`src/rtl/serial_add_pkg.sv`:
```
// Shared types and defaults for the bit-serial adder controller.
package serial_add_pkg;

    // Default operand/sum width in bits.
    localparam int DEFAULT_WIDTH = 8;

    // Controller states.
    typedef enum logic [1:0] {
        IDLE = 2'd0,
        RUN  = 2'd1,
        DONE = 2'd2
    } ctrl_state_t;

endpackage

```
`src/rtl/serial_add_ctrl_full_adder_bit.sv`:
```
// Purely combinational 1-bit full-adder cell reused for every bit position.
module full_adder_bit (
    input  logic x_i,
    input  logic y_i,
    input  logic cin_i,
    output logic sum_o,
    output logic cout_o
);

    // Sum and carry of three input bits.
    always_comb begin
        sum_o  = x_i ^ y_i ^ cin_i;
        cout_o = (x_i & y_i) | (x_i & cin_i) | (y_i & cin_i);
    end

endmodule

```
`src/rtl/serial_add_ctrl.sv`:
```
// Bit-serial adder controller: sequences one full-adder cell LSB-first,
// one bit per clock, with the carry held in a flop between bits.
// Optional build macro: SERIAL_ADD_SUB_EN enables subtraction through sub_in.
module serial_add_ctrl
    import serial_add_pkg::*;
#(
    parameter int WIDTH = DEFAULT_WIDTH
) (
    input  logic             clk,
    input  logic             rst,
    input  logic             start_valid,
    output logic             start_ready,
    input  logic [WIDTH-1:0] a_in,
    input  logic [WIDTH-1:0] b_in,
    input  logic             cin_in,
    input  logic             sub_in,
    output logic             res_valid,
    input  logic             res_ready,
    output logic [WIDTH-1:0] sum_out,
    output logic             cout_out,
    output logic             busy
);

    localparam int CNT_W = (WIDTH > 1) ? $clog2(WIDTH) : 1;
    localparam logic [CNT_W-1:0] LAST_BIT = CNT_W'(WIDTH - 1);

    ctrl_state_t      state_q, state_d;
    logic [WIDTH-1:0] a_sh_q, a_sh_d;
    logic [WIDTH-1:0] b_sh_q, b_sh_d;
    logic [WIDTH-1:0] sum_sh_q, sum_sh_d;
    logic             carry_q, carry_d;
    logic [CNT_W-1:0] bit_cnt_q, bit_cnt_d;
    logic [WIDTH-1:0] sum_out_q, sum_out_d;
    logic             cout_out_q, cout_out_d;

    logic             cellSum;
    logic             cellCout;

    // Operand B and carry seed chosen at the accept edge; subtraction
    // becomes A + ~B + 1 so the same cell serves both operations.
    logic [WIDTH-1:0] loadB;
    logic             loadCarry;
`ifdef SERIAL_ADD_SUB_EN
    assign loadB     = sub_in ? ~b_in : b_in;
    assign loadCarry = sub_in ? 1'b1 : cin_in;
`else
    logic unused_sub;
    assign unused_sub = sub_in;
    assign loadB      = b_in;
    assign loadCarry  = cin_in;
`endif

    full_adder_bit u_cell (
        .x_i   (a_sh_q[0]),
        .y_i   (b_sh_q[0]),
        .cin_i (carry_q),
        .sum_o (cellSum),
        .cout_o(cellCout)
    );

    // State, shift registers, carry, counter and held result registers.
    always_ff @(posedge clk or posedge rst) begin
        if (rst) begin
            state_q    <= IDLE;
            a_sh_q     <= '0;
            b_sh_q     <= '0;
            sum_sh_q   <= '0;
            carry_q    <= 1'b0;
            bit_cnt_q  <= '0;
            sum_out_q  <= '0;
            cout_out_q <= 1'b0;
        end else begin
            state_q    <= state_d;
            a_sh_q     <= a_sh_d;
            b_sh_q     <= b_sh_d;
            sum_sh_q   <= sum_sh_d;
            carry_q    <= carry_d;
            bit_cnt_q  <= bit_cnt_d;
            sum_out_q  <= sum_out_d;
            cout_out_q <= cout_out_d;
        end
    end

    // Next-state and datapath control; the visible result is latched only on
    // the final bit so it stays stable through RUN until a new one is ready.
    always_comb begin
        state_d    = state_q;
        a_sh_d     = a_sh_q;
        b_sh_d     = b_sh_q;
        sum_sh_d   = sum_sh_q;
        carry_d    = carry_q;
        bit_cnt_d  = bit_cnt_q;
        sum_out_d  = sum_out_q;
        cout_out_d = cout_out_q;
        case (state_q)
            IDLE: begin
                if (start_valid) begin
                    a_sh_d    = a_in;
                    b_sh_d    = loadB;
                    carry_d   = loadCarry;
                    bit_cnt_d = '0;
                    state_d   = RUN;
                end
            end
            RUN: begin
                carry_d   = cellCout;
                sum_sh_d  = {cellSum, sum_sh_q[WIDTH-1:1]};
                a_sh_d    = a_sh_q >> 1;
                b_sh_d    = b_sh_q >> 1;
                bit_cnt_d = bit_cnt_q + CNT_W'(1);
                if (bit_cnt_q == LAST_BIT) begin
                    sum_out_d  = {cellSum, sum_sh_q[WIDTH-1:1]};
                    cout_out_d = cellCout;
                    state_d    = DONE;
                end
            end
            DONE: begin
                if (res_ready) begin
                    state_d = IDLE;
                end
            end
            default: begin
                state_d = IDLE;
            end
        endcase
    end

    assign start_ready = (state_q == IDLE);
    assign res_valid   = (state_q == DONE);
    assign busy        = (state_q == RUN) || (state_q == DONE);
    assign sum_out     = sum_out_q;
    assign cout_out    = cout_out_q;

endmodule

```
`config.mk`:
```
export PLATFORM = sky130hd
export DESIGN_NAME = serial_add_ctrl
export DESIGN_NICKNAME = d
export VERILOG_FILES = /design/src/rtl/serial_add_pkg.sv /design/src/rtl/serial_add_ctrl_full_adder_bit.sv /design/src/rtl/serial_add_ctrl.sv
export SDC_FILE = /design/constraint.sdc
export NUM_CORES = 1
export LEC_CHECK = 0
export CORE_MARGIN = 2
export CORE_UTILIZATION = 50
export DETAILED_ROUTE_END_ITERATION = 7
export GPL_TIMING_DRIVEN = 0
export PLACE_DENSITY = 0.76
export SLEW_MARGIN = 10
export SYNTH_ARGS = -nofsm -noshare
export SYNTH_HDL_FRONTEND = slang
export SYNTH_SLANG_ARGS = --single-unit
```
`constraint.sdc`:
```
create_clock -name clk -period 3.85 [get_ports clk]
set_input_delay 0.5775 -clock clk [delete_from_list [all_inputs] [get_ports clk]]
set_output_delay 0.5775 -clock clk [all_outputs]
set_load 0.02 [all_outputs]
```
Word-level counts from Yosys, hierarchy flattened --
Cells that the tools add are included.
Operators by class: $add $sub $neg 1, mux-type cells 12, bitwise gates (word level) 7, eq/ne operators 6, reduce and logical (&&, ||, !) cells 6
Operators by type and width (number):
- case mux 8 bit (2 select lines) | 2
- two-way mux 8 bit | 2
- two-way mux 2 bit | 3
- case mux 2 bit (3 select lines) | 1
- case mux 3 bit (2 select lines) | 1
- != test 2 bit, second input constant | 2
- AND reduction 2 bit | 2
- adder 3 x 1 -> 3 bit, second input constant | 1
- AND 1 bit | 3
- == test 3 bit, second input constant | 1
- two-way mux 3 bit | 1
- AND reduction 3 bit | 1
- == test 2 x 1 -> 1 bit, second input constant | 1
- == test 2 bit, second input constant | 1
- zero test 2 bit | 1
- != test 2 x 1 -> 1 bit, second input constant | 1
- bitwise OR 1 bit | 2
- case mux 1 bit (2 select lines) | 1
- nonzero test 2 bit | 1
- XOR 1 bit | 2
- logical OR 1 bit | 1
- two-way mux 1 bit | 1
Word-level totals: input port bits 22, output and inout port bits 12, word-level logic and storage cells 40, register bits after elaboration 39

Longest topological paths before layout --
Gate-level depths: netlist (run 1).
depth after elaboration 4, depth in mapped cells 6

By module --
A second synthesis (run 1) with hierarchy kept.
Second synthesis, totals: cells, all modules 135, area, all modules 1682.9 µm²
Modules (own cells, without submodules):
- serial_add_ctrl | cells each 134, times used 1, seq. area each 950.9 µm², area an instance 1662.8 µm²
- full_adder_bit | cells each 1, times used 1, seq. area each 0.0 µm², area an instance 20.0 µm²

Least setup slack after synthesis (run 1) --
Ideal clock, no wire load.
path kind register to register, start register state_q[0], end register b_sh_q[0], setup time 128 ps, cell stages (with the launch flop) 6, setup slack 2258 ps, arrival 1464 ps, required time 3722 ps, cell sequence dfrtp_1 inv_1 ha_1 mux2i_2 buf_2 o21ai_0
Between the ends: word-level cells in the longest chain between the ends 3, elaborated cells on any way between the ends 6, those cells by class eq/ne: 2; mux: 1; reduce/logical: 3
Ends and longest elaborated chain:
- from (decl) | RTL line serial_add_ctrl.sv:27 | ctrl_state_t state_q, state_d;
- from (signal assigned) | RTL line serial_add_ctrl.sv:73 | state_q <= state_d;
- zero test 2 bit *
- net start_ready | RTL line serial_add_ctrl.sv:12 | output logic start_ready,
- != test 2 bit (no line) / nonzero test 2 bit (equally long branches)
- AND reduction 2 bit (no line)
- to (signal assigned) | RTL line serial_add_ctrl.sv:75 | b_sh_q <= b_sh_d;
- to (decl) | RTL line serial_add_ctrl.sv:29 | logic [WIDTH-1:0] b_sh_q, b_sh_d;
Mark *: on every way through the listed nets, which the timed path passes. The rest lies on a longest branch. A chain may end at the register's enable or synchronous reset.

Worst setup path after layout (run 1) --
start register state_q[1], end output start_ready
Between the ends: word-level cells in the longest chain between the ends 1
Ends and longest elaborated chain:
- zero test 2 bit | RTL line serial_add_ctrl.sv:128 | assign start_ready = (state_q == IDLE);
- to (decl) | RTL line serial_add_ctrl.sv:12
Every way passes these cells.

==> results.md, run 1 <==
- Number of gates resized after cts: 0
- Area grow syn2layout: 26.69%
- Final Skew: 0.01007 ns
- Htree depth: 2
- Synth Area in Adders: 4.839%
- CTS max path bufs: 2
- DRT Pass-1 Iters: 4
- Multiplexer area fraction after synthesis: 20.16%
- Antenna cells: 0
- VDD IR max: 0.0003247 V
- # rows: 21
- Compound-Gate Fraction of Synth Area: 8.651%
- CTS Hold Bufs: 0
- Final global-route overflow total: 0
- Clk pin slew, worst setup/hold paths: 0.11 ns
- Hold WC Path Type: flop to flop
- Fin crit period: 2.380 ns
- Setup_tns: 0 ns
- Most frequent cells after synthesis: dfrtp_1 (38), nand2_1 (18), mux2_2 (16)
- Gpl congestion: 0.7258
- DRT Wirelength: 3081 um
- Critical R2R Launch: state_q[1]
- Synth Net Count: 166
- Die Height: 62.43 um
- Most frequent cell after synthesis: dfrtp_1
- Post-DR vias/cell: 5.196
- PortBufs: 32
- Seq/Total Area, Yosys: 55.72%
- Initial Util: 51.55%
- Xor-xnor portion of the synthesized cell area: 0%
- Synth async-reset ratio: 100.0%
- RSZ-0062 raised after global routing: no
- Syn avg cell area: 12.37 um2
- Ys flop type: dfrtp_1
- CP startpoint: state_q[1]
- Yosys reg bits: 38
- Critical Path Start Type: flop
- Layout Nets: 205
- Clock sinks: 38
- Initial DRC count: 24
- Crit path max fanout: 7
- Tightest Pin Transition: 0.7633 ns
- Post-Synthesis Cells: 138
- Largest family of logic cells by synthesized area: multiplexers
- CTS buffer count: 5
- Post-synthesis simple-gate area fraction: 6.525%
- Rel. slew slack: 49.04%
- Maxcap violations: 0
- Crit. End Element: primary output
- Outcome: finished clean
- Routed WL per cell: 13.75 um
- Fillers: 282
- Synthesized area: 0.001707 mm2
- Fmax: 0.4202 GHz
- Share of the synthesized area in the top cell type: 55.72%
- Area of the multi-input gates: 685.7 um2
- DRC: 0
- Yosys warns: 0
- Synth area leader: dfrtp_1
- FF+latch area: 950.9 um2
- Antenna viol nets, final: 0
- Post-DP HPWL: 2294 um
- HP Start: b_sh_q[1]
- Clk Tree Root Cell: clkbuf_4
- Share of cells above drive strength 1: 18.54%
- CORE AREA: 0.003311 mm2
- Final Hold Viols: 0
- Post-CTS Setup Inserts: 0
- GRT Total Usage: 17.68%
- Via count: 1164
- Crit share post-route: 61.81%
- Critical Path RT: 3.27 ns
- Critical path class: flop to primary output
- Vias in the first global route: 1191
- Setup violators final: 0
- DIE WIDTH: 62.43 um
- First-pass GRT wire length: 5333 um
- Die area: 0.003897 mm2
- Initial antenna violation count: 0
- Leak pwr: 1.003 nW
- Worst Path Arrival: 1.80 ns
- Number of synthesized flops with an enable pin: 0
- CTS tree: yes
- Hold WS: 0.4950 ns
- Clk_lat worst skew: 0.34 ns
- Ranking of synthesized cells by area: dfrtp_1 (56%), mux2_2 (11%), mux2i_1 (8.8%)
- I/O pin count: 34
- Slew Limit Fails: 0
- Power per Cell Area: 762.2 mW/mm2
- Cell variety after synth: 22
- Largest net degree at the start of global routing: 39
[stage by stage]
| step | std cells | power, mW | util [%] | instance area [um2] | setup slack, ns |
|---|---|---|---|---|---|
| global placement | 216 | 1.360 | 62.96 | 2085 | 1.626 |
| detailed placement | 216 | 1.404 | 62.96 | 2085 | 1.860 |
| CTS | 224 | 1.667 | 65.31 | 2162 | 1.451 |
| finish | 224 | 1.648 | 65.31 | 2162 | 1.470 |
| floorplan | 138 | 1.181 | - | 1707 | 2.258 |
| global route | 224 | 1.770 | 65.31 | 2162 | 1.388 |
[flip-flops by register name, summed over array words and instances, names as in the netlist]
register and flops:
a_sh_q 8, b_sh_q 8, sum_out 8, sum_sh_q 7, bit_cnt_q 3, state_q 2, carry_q 1, cout_out 1
[area by class of cell]
cell class / count / share of cell area (%)
plain buffers: 6 / 2.373
inverters: 5 / 0.8681
well taps: 46 / 2.662
multi-input cells: 89 / 31.71
clock inverters: 3 / 1.852
repair buffers: 32 / 14.81
flip-flops and latches: 38 / 43.98
clock buffers: 5 / 1.736
[kinds of logic after synthesis]
logic type | count (synthesis)
compound gates | 26
fa+ha+maj | 6
buf+inv | 11
flops | 38
mux | 32
simple gates | 25
[where the power goes]
part	switching [mW]	total, mW	internal (mW)
Sequential	0.100	0.669	0.569
Combinational	0.351	0.714	0.363
Clock	0.130	0.265	0.134
[critical path, stage by stage (launching register included)]
cell and delay (ns):
dfrtp_1 0.43, inv_1 0.09, ha_1 0.29, clkdlybuf4s50_1 0.65
[metal layers]
layer / global-route usage [%] / routed length [um] / share of wire (%)
met3: 5.766 / 167 / 5.4
met4: 8.056 / 76 / 2.5
met1: 22.07 / 1354 / 44
met2: 28.09 / 1483 / 48
met5: 0 / 0 / 0
[path summary, 6_finish.rpt]
kind	depth (start not counted)	slack [ns]	to
hold reg to reg	2	0.49	b_sh_q[1]
setup / recovery	3	1.47	start_ready
hold / removal	2	0.49	b_sh_q[1]
setup reg to reg	6	2.13	a_sh_q[5]
max in group asynchronous	2	2.67	sum_sh_q[7]
min in group asynchronous	2	0.69	sum_out[0]
[cell usage in the layout (no fill, tap or decap)]
cell type        Yosys  routed
dfrtp_1             38      38
clkdlybuf4s50_1      0      32
nand2_1             18      18
mux2_2              16      16
mux2i_1             15      15
o21ai_0             15      15
ha_1                 5       5
clkbuf_4             0       5
inv_1                5       4
a31oi_1              4       4
buf_6                3       3
nand2b_1             3       3
o21ai_1              2       2
a32o_1               2       2
and3_1               2       2
a21oi_1              2       2
clkinv_2             0       2
mux2i_2              1       1
buf_2                1       1
buf_4                1       1
clkbuf_2             1       1
nand2_2              1       1
inv_2                0       1
nor2b_1              1       1
o31ai_1              1       1
fa_1                 1       1
bufinv_16            0       1
Power figures use the tool's default switching activity.
==> run 2, diff against run 1 <==
CORE_UTILIZATION = 45   (was 50)
PLACE_DENSITY = 0.72   (was 0.76)
clock period = 2 ns   (was 3.85 ns; I/O delays follow)
==> run 2 against run 1 <==
  * Final area grew 1.4%
  * Die area grew 10%
  * Global-route usage shrank 1.4 points
  * Count of clock-buffer cells in the layout grew 2
==> results.md, run 2 (synthesis results as in run 1) <==
- Outcome: finished clean
- Most frequent cells in the layout: dfrtp_1 (38), clkdlybuf4s50_1 (31), nand2_1 (18), mux2_2 (16)
- Final global-route overflow total: 0 (unchanged)
- CORE AREA: 0.003661 mm2 (+11%)
- DRT Wirelength: 2878 um (-6.6%)
- Crit share post-route: 94.66%
- CTS tree: yes
- Setup WS post-layout: 0.1067 ns (-1.363 ns)
- Final Skew: 0.003281 ns (-0.006787 ns)
- Slowest stage delay, CP: 0.59 ns (-0.06 ns)
- Tightest Pin Transition: 0.7561 ns (-0.007202 ns)
- Clk Tree Root Cell: clkbuf_8
- Hold WC Path Type: input port to async pin
- Antenna viol nets, final: 0 (unchanged)
- Die area: 0.004301 mm2 (+10%)
- Critical Path Start Type: flop
- Power per Cell Area: 1487 mW/mm2 (+95%)
- Via count: 1117 (-4.0%)
- Max Used Layer: met4
- Slew Limit Fails: 0 (unchanged)
- Worst Path Arrival: 1.59 ns (-0.21 ns)
- CP startpoint: state_q[1]
- Cell count after placement: 218 (+0.93%)
- Setup_tns: 0 ns (unchanged)
- Fin cells: 226 (+0.89%)
- Area of the multi-input gates: 685.7 um2 (unchanged)
- CTS buffer count: 5 (unchanged)
- DIE WIDTH: 65.59 um (+5.1%)
- VDD IR max: 0.0007160 V (+120%)
- Crit. End Element: primary output
- Initial antenna violation count: 0 (unchanged)
- Gpl congestion: 0.7254 (about the same)
- CTS max path bufs: 2 (unchanged)
- Clk_lat worst skew: 0.28 ns (-0.06 ns)
- Vias in the first global route: 1219 (+2.4%)
- Met2 wire len: 1446 um (-2.5%)
- Pre-CTS WS: 0.2714 ns (-1.588 ns)
- Total Power: 3.261 mW (+98%)
- Clock sinks: 38 (unchanged)
- Fillers: 306 (+8.5%)
- Htree depth: 2 (unchanged)
- Leak pwr: 1.011 nW (+0.85%)
- Most common cell after layout, fill and taps aside: dfrtp_1
- PortBufs: 32 (unchanged)
- Hold WS: 0.4695 ns (-0.02543 ns)
- Critical path class: flop to primary output
- Slowest library cell on the worst path: clkdlybuf4s50_1
- Area after DPL: 0.002087 mm2 (+0.12%)
- Clk pin slew, worst setup/hold paths: 0.07 ns (-0.04 ns)
- GRT Total Usage: 16.26% (-1.4 points)
- Rel. slew slack: 49.52% (+0.48 points)
- I/O pin count: 34 (unchanged)
- Layout Nets: 205 (unchanged)
- Post-DP HPWL: 2143 um (-6.6%)
- FF+latch area: 950.9 um2 (unchanged)
- Finished Cell Area: 0.002192 mm2 (+1.4%)
- Critical Path RT: 1.70 ns (-1.57 ns)
- Maxcap violations: 0 (unchanged)
- Worst r2r path cells: 5 (-1)
- Critical-path cell list: inv_1 > ha_1 > clkdlybuf4s50_1
- Post-DR vias/cell: 4.942 (-4.9%)
- Initial DRC count: 34 (+42%)
- Metal-1 WL: 1253 um (-7.5%)
- Util after Layout: 59.88% (-5.4 points)
- Antenna cells: 0 (unchanged)
- # rows: 22 (+4.8%)
- Crit path max fanout: 3 (-4)
- DRT Pass-1 Iters: 4 (unchanged)
- Critical R2R Launch: state_q[1]
- Fin crit period: 1.893 ns
- Share of cells above drive strength 1: 17.42% (-1.1 points)
- Fmax: 0.5282 GHz
- Post-CTS Setup Inserts: 0 (unchanged)
- Setup violators final: 0 (unchanged)
- Final Hold Viols: 0 (unchanged)
- Routed WL per cell: 12.73 um (-7.4%)
- RSZ-0062 raised after global routing: no
- Routed wl met3: 141 um (-16%)
- Initial Util: 46.62% (-4.9 points)
- Largest net degree at the start of global routing: 39 (unchanged)
- Area grow syn2layout: 28.45%
- DRC: 0 (unchanged)
- Die Height: 65.59 um (+5.1%)
- First-pass GRT wire length: 5292 um (-0.77%)
-- run 2: changes by cell type in the layout (fill, tap and decap cells not counted), sizes merged --
cell,previous run,this run
clkinv,2,0
dlygate4sd2,0,1
clkdlybuf4s50,32,31
clkbuf,6,8
-- run 2: path summary, 6_finish.rpt --
path                       slack, ns    endpoint
hold / removal                  0.47  sum_out[3]
max in group asynchronous       1.05   a_sh_q[7]
min in group clk                0.49   a_sh_q[2]
hold reg to reg                 0.49   a_sh_q[2]
setup reg to reg                0.29     carry_q
setup / recovery                0.11        busy
-- run 2: cell type report --
class / instances / area share, %
flip-flops and latches: 38 / 43.38
well taps: 48 / 2.740
inverters: 5 / 0.8562
clock inverters: 1 / 1.370
multi-input cells: 89 / 31.28
clock buffers: 7 / 3.482
repair buffers: 32 / 14.55
plain buffers: 6 / 2.340
-- run 2: power by group --
group | leakage (nW) | switching, mW | internal [mW] | total (mW)
sequential | 0.484 | 0.187 | 1.10 | 1.29
clock | 0.0524 | 0.249 | 0.373 | 0.622
combinational | 0.475 | 0.664 | 0.690 | 1.35
total | 1.01 | 1.10 | 2.16 | 3.26
-- run 2: per-layer routing --
| metal | GRT usage (%) | up-vias |
|---|---|---|
| met2 | 28.70 | 25 |
| li1 | - | 555 |
| met4 | 4.688 | 0 |
| met1 | 18.81 | 532 |
| met3 | 5.308 | 5 |
| met5 | 0 | - |
-- run 2: critical path: cells and delay by family, from the launching register on --
family | cells | cell delay (ns)
adder cells (fa/ha/maj) | 1 | 0.27
buffers and inverters | 2 | 0.67
flip-flops | 1 | 0.38
-- run 2: timing repair --
action	in CTS	in global routing
resized for setup	1	0
endpoints found under the setup margin	1	0
hold buffers	0	0
==> run 3, diff against run 2 <==
CORE_UTILIZATION = 50   (was 45)
PLACE_DENSITY = 0.76   (was 0.72)
clock period = 2.4 ns   (was 2 ns; I/O delays follow)
==> results of run 3 <==
The final DEF is identical to that of run 1. Status: finished clean.
Main changes from that run: setup slack after placement 1.860 ns -> 0.6271 ns; setup slack after layout 1.470 ns -> 0.2376 ns; hold slack 0.4950 ns -> 0.4744 ns; register-to-register setup slack 2.13 ns -> 0.68 ns; total power 1.648 mW -> 2.643 mW; worst IR drop on VDD 0.0003247 V -> 0.0005208 V
